`src/rtl/mem_port_arbiter.sv`:
```
// mem_port_arbiter
// Shares port B of the CPU's synchronous data memory between two requesters:
// requester 0 (CPU load/store sequencing) and requester 1 (secondary bus
// master). Each grant issues one memory access cycle; read data returns one
// cycle later with a per-requester valid strobe. Requester 0 has fixed
// priority unless the optional starvation guard is compiled in.
//
// Optional feature macro: STARVE_GUARD_EN
//   Defined   -> 4-bit wait counter forces a requester-1 grant after
//                STARVE_LIMIT consecutive requester-0 grants while req1 waits.
//   Undefined -> pure fixed priority, requester 1 may starve.
//
// Ports:
//   clk, reset          clock, asynchronous active-low reset
//   reqN/weN/addrN/wdataN  request, write enable, address, write data (N=0,1)
//   gntN                registered grant pulse (access on memory port now)
//   rvalidN             registered read-data-valid pulse
//   rdata               read data, taken from mem_rdata while an rvalid is high
//   mem_en/mem_we/mem_addr/mem_wdata  registered memory port controls
//   mem_rdata           memory read data, valid the cycle after a read
module mem_port_arbiter #(
    parameter int unsigned DATA_W       = 16,
    parameter int unsigned ADDR_W       = 16,
    parameter int unsigned STARVE_LIMIT = 4
) (
    input  logic              clk,
    input  logic              reset,
    input  logic              req0,
    input  logic              we0,
    input  logic [ADDR_W-1:0] addr0,
    input  logic [DATA_W-1:0] wdata0,
    input  logic              req1,
    input  logic              we1,
    input  logic [ADDR_W-1:0] addr1,
    input  logic [DATA_W-1:0] wdata1,
    output logic              gnt0,
    output logic              gnt1,
    output logic              rvalid0,
    output logic              rvalid1,
    output logic [DATA_W-1:0] rdata,
    output logic              mem_en,
    output logic              mem_we,
    output logic [ADDR_W-1:0] mem_addr,
    output logic [DATA_W-1:0] mem_wdata,
    input  logic [DATA_W-1:0] mem_rdata
);

    // Reject an out-of-range limit at elaboration time.
    if (STARVE_LIMIT < 1 || STARVE_LIMIT > 15) begin : g_bad_limit
        $error("mem_port_arbiter: STARVE_LIMIT must be 1..15");
    end

    typedef enum logic [1:0] {
        IDLE = 2'd0,
        ACC0 = 2'd1,
        ACC1 = 2'd2
    } state_t;

    state_t              state_q, state_d;
    logic                gnt0_d, gnt1_d;
    logic                rvalid0_d, rvalid1_d;
    logic                mem_en_d, mem_we_d;
    logic [ADDR_W-1:0]   mem_addr_d;
    logic [DATA_W-1:0]   mem_wdata_d;
    logic                override_c;

`ifdef STARVE_GUARD_EN
    localparam int unsigned CNT_W = 4;

    logic [CNT_W-1:0] starve_cnt_q, starve_cnt_d;

    // Requester 1 has waited through the tolerated number of requester-0 grants.
    assign override_c = (starve_cnt_q == CNT_W'(STARVE_LIMIT));

    // Wait counter: only moves at IDLE evaluations, saturates at the limit.
    always_comb begin
        starve_cnt_d = starve_cnt_q;
        if (state_q == IDLE) begin
            if (!req1 || state_d == ACC1) begin
                starve_cnt_d = '0;
            end else if (state_d == ACC0 && starve_cnt_q < CNT_W'(STARVE_LIMIT)) begin
                starve_cnt_d = starve_cnt_q + CNT_W'(1);
            end
        end
    end

    always_ff @(posedge clk or negedge reset) begin
        if (!reset) begin
            starve_cnt_q <= '0;
        end else begin
            starve_cnt_q <= starve_cnt_d;
        end
    end
`else
    assign override_c = 1'b0;
`endif

    // Next state and next registered outputs.
    always_comb begin
        state_d     = state_q;
        gnt0_d      = 1'b0;
        gnt1_d      = 1'b0;
        rvalid0_d   = 1'b0;
        rvalid1_d   = 1'b0;
        mem_en_d    = 1'b0;
        mem_we_d    = 1'b0;
        mem_addr_d  = mem_addr;
        mem_wdata_d = mem_wdata;

        case (state_q)
            IDLE: begin
                // Override only matters if requester 1 is actually waiting.
                if (req0 && !(override_c && req1)) begin
                    state_d     = ACC0;
                    gnt0_d      = 1'b1;
                    mem_en_d    = 1'b1;
                    mem_we_d    = we0;
                    mem_addr_d  = addr0;
                    mem_wdata_d = wdata0;
                end else if (req1) begin
                    state_d     = ACC1;
                    gnt1_d      = 1'b1;
                    mem_en_d    = 1'b1;
                    mem_we_d    = we1;
                    mem_addr_d  = addr1;
                    mem_wdata_d = wdata1;
                end
            end
            ACC0: begin
                state_d   = IDLE;
                rvalid0_d = !mem_we;
            end
            ACC1: begin
                state_d   = IDLE;
                rvalid1_d = !mem_we;
            end
            default: begin
                state_d = IDLE;
            end
        endcase
    end

    // State and output registers.
    always_ff @(posedge clk or negedge reset) begin
        if (!reset) begin
            state_q   <= IDLE;
            gnt0      <= 1'b0;
            gnt1      <= 1'b0;
            rvalid0   <= 1'b0;
            rvalid1   <= 1'b0;
            mem_en    <= 1'b0;
            mem_we    <= 1'b0;
            mem_addr  <= '0;
            mem_wdata <= '0;
        end else begin
            state_q   <= state_d;
            gnt0      <= gnt0_d;
            gnt1      <= gnt1_d;
            rvalid0   <= rvalid0_d;
            rvalid1   <= rvalid1_d;
            mem_en    <= mem_en_d;
            mem_we    <= mem_we_d;
            mem_addr  <= mem_addr_d;
            mem_wdata <= mem_wdata_d;
        end
    end

    // Memory data arrives in the rvalid cycle itself, so it is passed through
    // gated by the registered strobes rather than registered again.
    assign rdata = (rvalid0 || rvalid1) ? mem_rdata : DATA_W'(0);

endmodule

```
`config.mk`:
```
export PLATFORM = sky130hd
export DESIGN_NAME = mem_port_arbiter
export DESIGN_NICKNAME = d
export VERILOG_FILES = /design/src/rtl/mem_port_arbiter.sv
export SDC_FILE = /design/constraint.sdc
export NUM_CORES = 1
export LEC_CHECK = 0
export CORE_ASPECT_RATIO = 1.75
export CORE_MARGIN = 2
export CORE_UTILIZATION = 35
export DETAILED_ROUTE_END_ITERATION = 6
export PLACE_DENSITY = 0.89
export SYNTH_ARGS = -nofsm -noshare
export SYNTH_HDL_FRONTEND = slang
export SYNTH_SLANG_ARGS = --single-unit
```
`constraint.sdc`:
```
create_clock -name clk -period 1.9 [get_ports clk]
set_clock_uncertainty 0.05 [all_clocks]
set_input_delay 0.285 -clock clk [delete_from_list [all_inputs] [get_ports clk]]
set_output_delay 0.285 -clock clk [all_outputs]
set_load 0.01 [all_outputs]
```
== Word level (Yosys, flattened, before mapping) ==
Index checks and enable logic that the tools add are counted.
Operators by class
  $add $sub $neg: 0
  multiply operators: 0
  div/mod/pow operators: 0
  magnitude comparators: 0
  eq/ne operators: 3
  shifts and indexed selects: 0
  muxes and demuxes: 20
  bitwise logic cells: 0
  reductions and logical operators: 5
Operators with widths (number)
  $mux 16: 5
  $mux 1: 12
  $mux 2: 3
  $ne 3x3->1 const B: 1
  $eq 2x1->1 const B: 1
  $eq 2x2->1 const B: 1
  $logic_not 2->1: 1
  $reduce_and 2->1: 1
  $reduce_bool 2->1: 1
  $logic_not 1->1: 1
  $logic_or 1x1->1: 1
Word-level totals
  register bits after elaboration: 40
  bits in latches: 0
  bits in writable memories: 0
  ROM bits: 0
  output and inout port bits: 54
  word-level logic and storage cells: 37
  memories kept: 0

== Longest topological paths before layout ==
  depth in word-level cells: 3
  gate-level depth with buffers: 5

== Worst setup path after synthesis ==
OpenSTA, ideal clock, no wires.
  path type: register to register
  start: register state_q[1]
  end: register mem_wdata[6]
  setup time: 0.128 ns
  arrival: 1.355 ns
  required time: 1.722 ns
  path slack: 0.367 ns
  cell stages (with the launch flop): 5
  path buffers: 2
  period minus slack after synthesis: 1.533 ns
  path through: dfrtp_1 -> clkbuf_1 -> nor3_4 -> buf_6 -> mux2_1
On the way
  word-level cells in the longest chain between the ends: 2
RTL lines
  start: declaration: RTL line 59  | state_t state_q, state_d;
  start signal: assignment: RTL line 156  | state_q <= state_d;
  $logic_not 2->1: RTL line 110  | case (state_q)
  $reduce_and 2->1 (no line)
  end signal: assignment: RTL line 164  | mem_wdata <= mem_wdata_d;
  end: declaration: RTL line 44  | output logic [DATA_W-1:0] mem_wdata,
Every way passes these cells.
A chain may end at the register's enable or synchronous reset.

== Worst setup path in the final report ==
  start: register rvalid0
  end: output rdata[15]
On the way
  word-level cells in the longest chain between the ends: 2
RTL lines
  start: declaration: RTL line 38  | output logic rvalid0,
  start signal: assignment: RTL line 159  | rvalid0 <= rvalid0_d;
  $logic_or 1x1->1: RTL line 170  | assign rdata = (rvalid0 || rvalid1) ? mem_rdata : DATA_W'(0);
  $mux 16: RTL line 170
  end: declaration: RTL line 40  | output logic [DATA_W-1:0] rdata,
Every way passes these cells.

==> results_dict.tcl <==
set metrics [dict create \
    status "complete, but fails checks" \
    violations "negative setup slack" \
    crit_type "flop to output port" \
    ctsHtreeMaxLevel 2 \
    grt_max_degree 37 \
    design.portCount 140 \
    layout_setup_ws_ps -20.8 \
    rr_startpoint "state_q[1]" \
    grt_antenna_before_repair 0 \
    cts.sinks 40 \
    gp_congestion 0.721 \
    drt-met1-wl_um 1810 \
    met2_length_um 3180 \
    cp.arrival_ps 1590 \
    startpoint_type "flop" \
    first_pass_iters 2 \
    met3WireLength_um 370 \
    synth_seq_cells 40 \
    die_x_um 61.7 \
    portBuffers 139 \
    overflow 0 \
    area_delta_synth_final_pct 84.2 \
    syn-num-nets 226 \
    cp_slowest_cell "clkdlybuf4s50_1" \
    max_slew.worst_pin.slew_ps 408 \
    placed_cell_area_um2 3520 \
    rows 36 \
    syn_area_um2 2040 \
    grt_pass1_wl_um 8270 \
    hold_path_class "input port to asynchronous set/reset pin" \
    max_freq_ghz 0.521 \
    irDropWorstVdd_mv 0.618 \
    synth.avg_cell_area_um2 14.5 \
    antenna_left 0 \
    start_util_pct 36.5 \
    drive_above_1_share_pct 27.3 \
    die_area_um2 6470 \
    cellLeakagePower_nw 1.74 \
    core_um2 5590 \
    worst_setup_path_end_kind "output port" \
    cap_violations 0 \
    cts_root_buffer "clkbuf_8" \
    fillers 421 \
    min_period_over_period_pct 101 \
    via_per_inst 4.62 \
    insertion_delay_ps 280 \
    timing.critical_path.fanout_max 8 \
    clk_pin_slew_worst_paths_ps 80 \
    rrSetupSlack_ps 390 \
    routedWlPerCell_um 15.4 \
    maxSlewHeadroom_pct 72.8 \
    antenna_cells 0 \
    final-hold-violation-count 0 \
    vias 1671 \
    drc 0 \
    drt_wl_total_um 5560 \
    dr.max_layer_used "met4" \
    grt_pass1_vias 1817 \
    required_ps 1560 \
    r2r_end "mem_wdata[4]" \
    netlist-cell-type-count 13 \
    dp_hpwl_um 4280 \
    ys_seq_area_share_pct 49.1 \
    die_h_um 105 \
    fin_area_um2 3750 \
    tritoncts "done" \
    setup_tns_ps -20.8 \
    final_max_slew_viol_count 0 \
    syn_inst 140 \
    power.density_nw_per_um2 821 \
    worstSetupStartpoint "rvalid0" \
    drt_iter0_drc 53 \
    endpoint "rdata[15]" \
    grt_use_total_pct 17.0 \
    slowest_delay_ps 550 \
    finalNetCount 371 \
    cp_cell_sequence "nor2_4, buf_4, nor2b_1, clkdlybuf4s50_1" \
    ys_warn_count 0 \
    clockBufferDepth 2 \
    cts_made_buffers 5 \
    reg2regPathDepth 3 \
    fin_crit_ps 1920 \
    setup_violations 1 \
]
==> cells in the mapped netlist <==
library cell | number | area, um^2
mux2_4 | 17 | 255
a22o_1 | 1 | 8.76
nor3b_1 | 4 | 30.0
nor3_4 | 1 | 16.3
nor4b_1 | 2 | 17.5
buf_2 | 3 | 15.0
dfrtp_1 | 40 | 1000
nor2_1 | 2 | 7.51
clkbuf_1 | 3 | 11.3
buf_6 | 4 | 45.0
mux2_1 | 5 | 56.3
mux2_2 | 42 | 473
nor2b_1 | 16 | 100
==> sequential cells by signal (all words and copies together), names as in the netlist <==
signal     cells
gnt0           1
gnt1           1
rvalid1        1
mem_we         1
mem_addr      16
mem_en         1
rvalid0        1
mem_wdata     16
state_q        2
==> where the power goes <==
part           switching (mW)  internal [mW]
registers              0.0875           1.01
clock network           0.286          0.657
logic                   0.340          0.706
==> routing by layer <==
layer	global-route usage, %	vias to the layer above
met2	31.5	86
met4	8.05	0
met1	16.1	790
met3	3.84	16
li1	-	779
met5	0	-
==> cell families (layout without fill, tap and decap cells) <==
group	Yosys count	after routing	share of synthesized area, %
simple gates	25	25	8.42
buf+inv	10	156	3.50
compound gates	1	1	0.430
flops	40	40	49.1
mux	64	64	38.5
==> cell type report <==
type,instances,area (um^2),area share (%)
Multi-Input combinational cell,90,972,25.9
Timing Repair Buffer,148,1530,40.6
Clock inverter,3,90.1,2.40
Sequential cell,40,1000,26.7
Tap cell,76,95.1,2.53
Clock buffer,5,68.8,1.83
==> worst min-delay path by stage <==
stage                 from      endpoint  cells after the start
finish               reset  mem_addr[15]                      2
global route        mem_we       rvalid0                      1
CTS                  reset  mem_addr[15]                      2
detailed placement   reset   mem_addr[8]                      1
global placement     reset   mem_addr[8]                      1
floorplan            reset          gnt0                      0
==> placed cells by master (no fill, tap or decap) <==
cell type and count:
a22o_1 1, buf_12 3, buf_2 1, buf_4 5
bufinv_16 3, clkbuf_8 5, clkdlybuf4s50_1 124, dfrtp_1 40
dlygate4sd2_1 1, dlygate4sd3_1 1, dlymetal6s2s_1 13, mux2_1 5
mux2_2 42, mux2_4 17, nor2_1 1, nor2_4 1
nor2b_1 16, nor3_4 1, nor3b_1 4, nor4b_1 2
==> repair_timing <==
item | in CTS | in global routing
hold buffers | 1 | 0
resized for setup | 3 | 13
pin swaps | 1 | 0
endpoints found under the hold margin | 17 | 0
endpoints found under the setup margin | 16 | 15
setup buffers | 2 | 1
==> stage by stage <==
step           total power [mW]  std cells  hold slack, ps  util [%]  setup WS, ps
5_1_grt                    3.22        362             436      67.2         -96.5
3_3_place_gp               2.13        350             194      63.1         -38.4
4_1_cts                    3.13        361             399      66.5        0.0426
3_5_place_dp               2.15        350             193      63.1          -147
2_1_floorplan              1.53        140           -60.6         -           367
6_report                   3.08        362             413      67.2         -20.8
==> critical path: cells and delay by family (launching register included) <==
family	cells	cell delay [ps]
DFF	1	400
buffers and inverters	2	710
and+or+nand+nor	2	190
(Power assumes the default switching activity.)
==> RTL change 1: new RTL, same settings <==
The option `STARVE_GUARD_EN` is turned on by a define.
--- a/src/rtl/mem_port_arbiter.sv
+++ b/src/rtl/mem_port_arbiter.sv
@@ -19,4 +19,6 @@
 //   mem_en/mem_we/mem_addr/mem_wdata  registered memory port controls
 //   mem_rdata           memory read data, valid the cycle after a read
+`define STARVE_GUARD_EN
+
 module mem_port_arbiter #(
     parameter int unsigned DATA_W       = 16,
Check against the original RTL: not equivalent (Yosys sat finds a counterexample within 10 cycles, from zero or initial values and one cycle with reset low).
==> RTL change 1 against the unedited design <==
Area after synthesis rose by 9.0%; largest cell class unchanged; global-route usage rose by 1.7 points; count of clock-buffer cells in the layout rose by 1; sequential cell count rose by 4; highest routed layer unchanged; final cell count rose by 27%; total power fell by 9.5%; worst setup slack improved by 200 ps; design area rose by 3.1%; routed wire length rose by 19%.
==> RTL change 1: results (changes against the unedited design) <==
Logic synthesis:
- In the post-synthesis netlist, the biggest area contributors are dfrtp_1, nand2_1, a31oi_2.
- The number of distinct standard cells referenced by the synthesized netlist is 28 (+15).
- The sequential cell area fraction in the yosys report is 49.6% (+0.44 points).
- By count the netlist is led by nand2_1, dfrtp_1, nor2_1.
- The mean instance size in the synthesized netlist is 9.29 um2 (-36%).
- The net count after synthesis is 327 (+45%).

Critical path:
- The worst register-to-register path begins at starve_cnt_q[0].
- The critical path's largest stage delay was 420 ps (-130 ps).
- The critical path's slowest cell is dfrtp_1.
- The critical path arrival is 1880 ps (+290 ps).
- The largest fanout of any net on the critical path is 29 (+21).
- The worst reg-to-reg path cell count is 7 (+4).
- The worst flop-to-flop path endpoint is mem_wdata[4].

Finish:
- The count of filler cells inserted in the layout is 509 (+21%).
- The layout net count was 468 (+26%).
- The share of layout cells above drive strength 1 is 11.8% (-15 points).
- The largest registers in the layout are mem_addr: 16 flops, mem_wdata: 16 flops, starve_cnt_q: 4 flops.
- The final standard cell area without fillers was 0.00387 mm2 (+3.1%).

GRT:
- The number of antenna violations at the first check in global routing came to 0 (unchanged).
- The global-route wire length before repair is 10.2 mm (+24%).
- The number of global-route vias before repair was 2111 (+16%).
- The total track usage is 18.6% (+1.7 points).

Placed design:
- The placed cell area came to 0.00371 mm2 (+5.3%).
- The detailed placement HPWL was 4.94 mm (+15%).
- The weighted congestion at the end of routability-driven global placement is 0.703 (-2.6%).
- The count of placed standard cells including taps is 450 (+29%).
- The pre-CTS setup slack was -129 ps (+18.5 ps).
- The total of buffers placed on input and output ports is 139 (unchanged).

Timing:
- The worst hold slack is 413 ps (-0.305 ps).
- The actual slew at the worst max-slew pin came to 508 ps (+99.6 ps).
- The total setup violations reported at the end of the flow is 0 (-1).

Routing:
- The total routed wirelength is 6.61 mm (+19%).
- The met2 layer wire length in the routed design is 3.66 mm (+15%).
- The total routed wire length on the met1 layer is 2.46 mm (+36%).
- The routed via count is 2185 (+31%).
- The DRC marker count from the first detailed-route iteration is 129 (+140%).
- The wire length per cell after detailed routing came to 14.4 um (-6.4%).
- The wire length on met3 was 347 um (-6.2%).
- The number of iterations in the first detailed-routing pass is 4 (+2).

Clocking:
- The clock insertion delay at the later pin of the skew report is a little under 300 ps.
- The total number of H-tree levels came to 2 (unchanged).
- The number of buffers inserted by hold repair at cts came to 1 (unchanged).
- The clock slew seen by the registers of the worst setup and hold paths is 80 ps (about the same).

Worst hold path:
- The class of the tightest hold or removal check is reg2reg.
- The path with the worst hold slack has its endpoint at rvalid1.

Pwr:
- The total leakage power is 0.00180 uW (+3.7%).
- The peak supply drop is 433 uV (-30%).

Status:
- The run finished with clean final reports.
-- RTL change 1: final cells by class --
class,count,area [um2],share of cell area (%)
well taps,80,100,2.59
multi-input cells,176,996,25.7
inverters,3,11.3,0.291
flip-flops and latches,44,1100,28.5
clock buffers,6,72.6,1.88
repair buffers,150,1580,40.9
clock inverters,1,5.00,0.129
-- RTL change 1: how the worst max path moves through the flow --
stage	start	to	slack [ps]	cells past startpoint
after floorplan	starve_cnt_q[0]	mem_addr[15]	370	8
after global routing	starve_cnt_q[0]	mem_addr[7]	60	7
final	starve_cnt_q[0]	mem_wdata[4]	180	7
after global placement	rvalid1	rdata[3]	-20	3
after detailed placement	rvalid1	rdata[5]	-130	3
after CTS	rvalid1	rdata[14]	10	4
-- RTL change 1: report_power, final --
group | internal [uW] | leakage, uW | total, uW | switching [uW]
sequential | 1090 | 0.000519 | 1180 | 90.5
clock | 250 | 0.0000410 | 541 | 291
combinational | 628 | 0.00124 | 1070 | 440
-- RTL change 1: kinds of logic (layout without fill, tap and decap cells) --
logic type	Yosys count	in the layout	synth area share [%]
muxes	1	1	0.507
AOI/OAI and AO/OA	40	40	16.1
adders and majority gates	2	2	1.13
DFF	44	44	49.6
buffers and inverters	19	160	5.92
and+or+nand+nor	133	133	26.8
-- RTL change 1: routing by layer --
metal | GRT usage, % | up-vias
li1 | - | 1074
met1 | 21.0 | 1023
met2 | 34.3 | 76
met3 | 4.50 | 12
met4 | 5.62 | 0
met5 | 0 | -
-- RTL change 1: critical path, delay by kind of cell, from the launching register on --
family	cells	cell delay, ps
AOI/OAI and AO/OA	1	180
adders and majority gates	1	230
buffers and inverters	2	270
DFF	1	420
and+or+nand+nor	3	470
==> RTL change 2: new RTL, same settings <==
Made on the original files. Take the reset off `mem_wdata` and load it in a clocked block of its own.
--- a/src/rtl/mem_port_arbiter.sv
+++ b/src/rtl/mem_port_arbiter.sv
@@ -152,5 +152,4 @@
             mem_we    <= 1'b0;
             mem_addr  <= '0;
-            mem_wdata <= '0;
         end else begin
             state_q   <= state_d;
@@ -162,6 +161,9 @@
             mem_we    <= mem_we_d;
             mem_addr  <= mem_addr_d;
-            mem_wdata <= mem_wdata_d;
         end
+    end
+
+    always_ff @(posedge clk) begin
+        mem_wdata <= mem_wdata_d;
     end
 
Formal check against the unedited RTL: not equivalent (Yosys sat finds a counterexample within 4 cycles, from zero or initial values and one cycle with reset low).
==> RTL change 2 against the unedited design <==
Via count shrank 5.2%; routed wire length fell by 1.1%; design area decreased by 5.5%; sequential cell count unchanged; largest power group unchanged; worst setup slack improved by 63 ps; total power fell by 15%; area after synthesis decreased by 6.4%; critical path type unchanged.
==> RTL change 2: results (changes against the unedited design) <==
Critical path:
- The critical path's largest stage delay is 530 ps (-20 ps).
- The largest fanout of any net on the critical path is 15 (+7).
- The critical path arrival is 1520 ps (-70 ps).

Finish:
- The layout net count is 354 (-4.6%).
- The share of layout cells above drive strength 1 is 25.7% (-1.6 points).
- The count of filler cells inserted in the layout is 388 (-7.8%).
- The count of flip-flops and latches is 40 (unchanged).
- The proportion of cell area spent on the clock network is 3.10% (-1.1 points).
- The share of the final layout cell area in sequential cells is 30.5% (+3.8 points).
- The non-clock buffer share of cell area was 42.8% (+2.1 points).
- The multi-input combinational area share is 21.7% (-4.2 points).
- The multi-input combinational gate total is 74 (-18%).

GRT:
- The total track usage was 17.7% (+0.73 points).
- The global-route wire length before repair was 7.86 mm (-4.9%).
- The pin count of the biggest net entering global routing is 25 (-32%).
- The number of global-route vias before repair is 1582 (-13%).

Logic synthesis:
- The number of enable flip-flop cells after synthesis was 16 (+16).
- Sorting the synthesized cells by area gives the leading types as dfrtp_1, edfxtp_1, mux2_2.
- The net count after synthesis is 208 (-8.0%).
- The compound-cell area share of the yosys netlist is 0.459% (+0.029 points).
- The number of distinct standard cells referenced by the synthesized netlist came to 18 (+5).
- The post-synthesis async set-or-reset flop share was 60.0% (-40 points).
- The sequential cell area fraction in the yosys report is 56.7% (+7.6 points).
- The multiplexer share of the synthesized area is 30.1% (-8.4 points).

Routing:
- The wire length per cell after detailed routing is 17.0 um (+11%).
- The DRC marker count from the first detailed-route iteration was 34 (-36%).
- The number of iterations in the first detailed-routing pass is 4 (+2).

Status:
- The run finished with clean final reports.

Placed design:
- The weighted congestion at the end of routability-driven global placement was 0.699 (-3.1%).
- The detailed placement HPWL is 4.40 mm (+2.8%).

Timing:
- The worst hold slack is 301 ps (-112 ps).
- The actual slew at the worst max-slew pin is 335 ps (-73.3 ps).

Clocking:
- The number of resized instances in the post-cts repair step is 2 (-1).
- The setup fix buffers added after clock tree synthesis is 1 (-1).

Pwr:
- The power drawn by the clock network is 687 uW (-27%).
- The power density relative to cell area is 740 mW/mm2 (-9.9%).
- The proportion of power drawn by flip-flops and latches was 41.5% (+6.0 points).
- The total leakage power is 0.00158 uW (-8.8%).

Floorplanning:
- The count of standard-cell rows was 35 (-2.8%).
RTL change 2: per-layer routing:
layer	vias up	track usage (%)	routed length, um
met5	-	0	0
met4	0	6.84	167
met3	13	4.98	540
met2	97	34.4	3110
met1	744	16.2	1680
li1	730	-	-
RTL change 2: worst max-delay path by stage:
stage | from | depth (start not counted) | to | slack, ps
after global routing | rvalid0 | 4 | rdata[5] | -0.1
after global placement | rvalid1 | 3 | rdata[14] | -100
after CTS | rvalid0 | 4 | rdata[0] | 6
after detailed placement | rvalid1 | 3 | rdata[14] | -120
final | rvalid0 | 4 | rdata[5] | 40
after floorplan | state_q[1] | 4 | mem_addr[10] | 320
RTL change 2: through the flow:
stage               setup TNS (ps)  util [%]  std cells  setup WS, ps  cell area (um2)
floorplan                        0         -        122           323             1910
global placement              -541      64.1        314          -103             3370
detailed placement            -903      64.1        314          -121             3370
CTS                              0      66.7        323          6.22             3510
global route               -0.0981      67.5        324       -0.0981             3550
finish                           0      67.5        324          42.4             3550
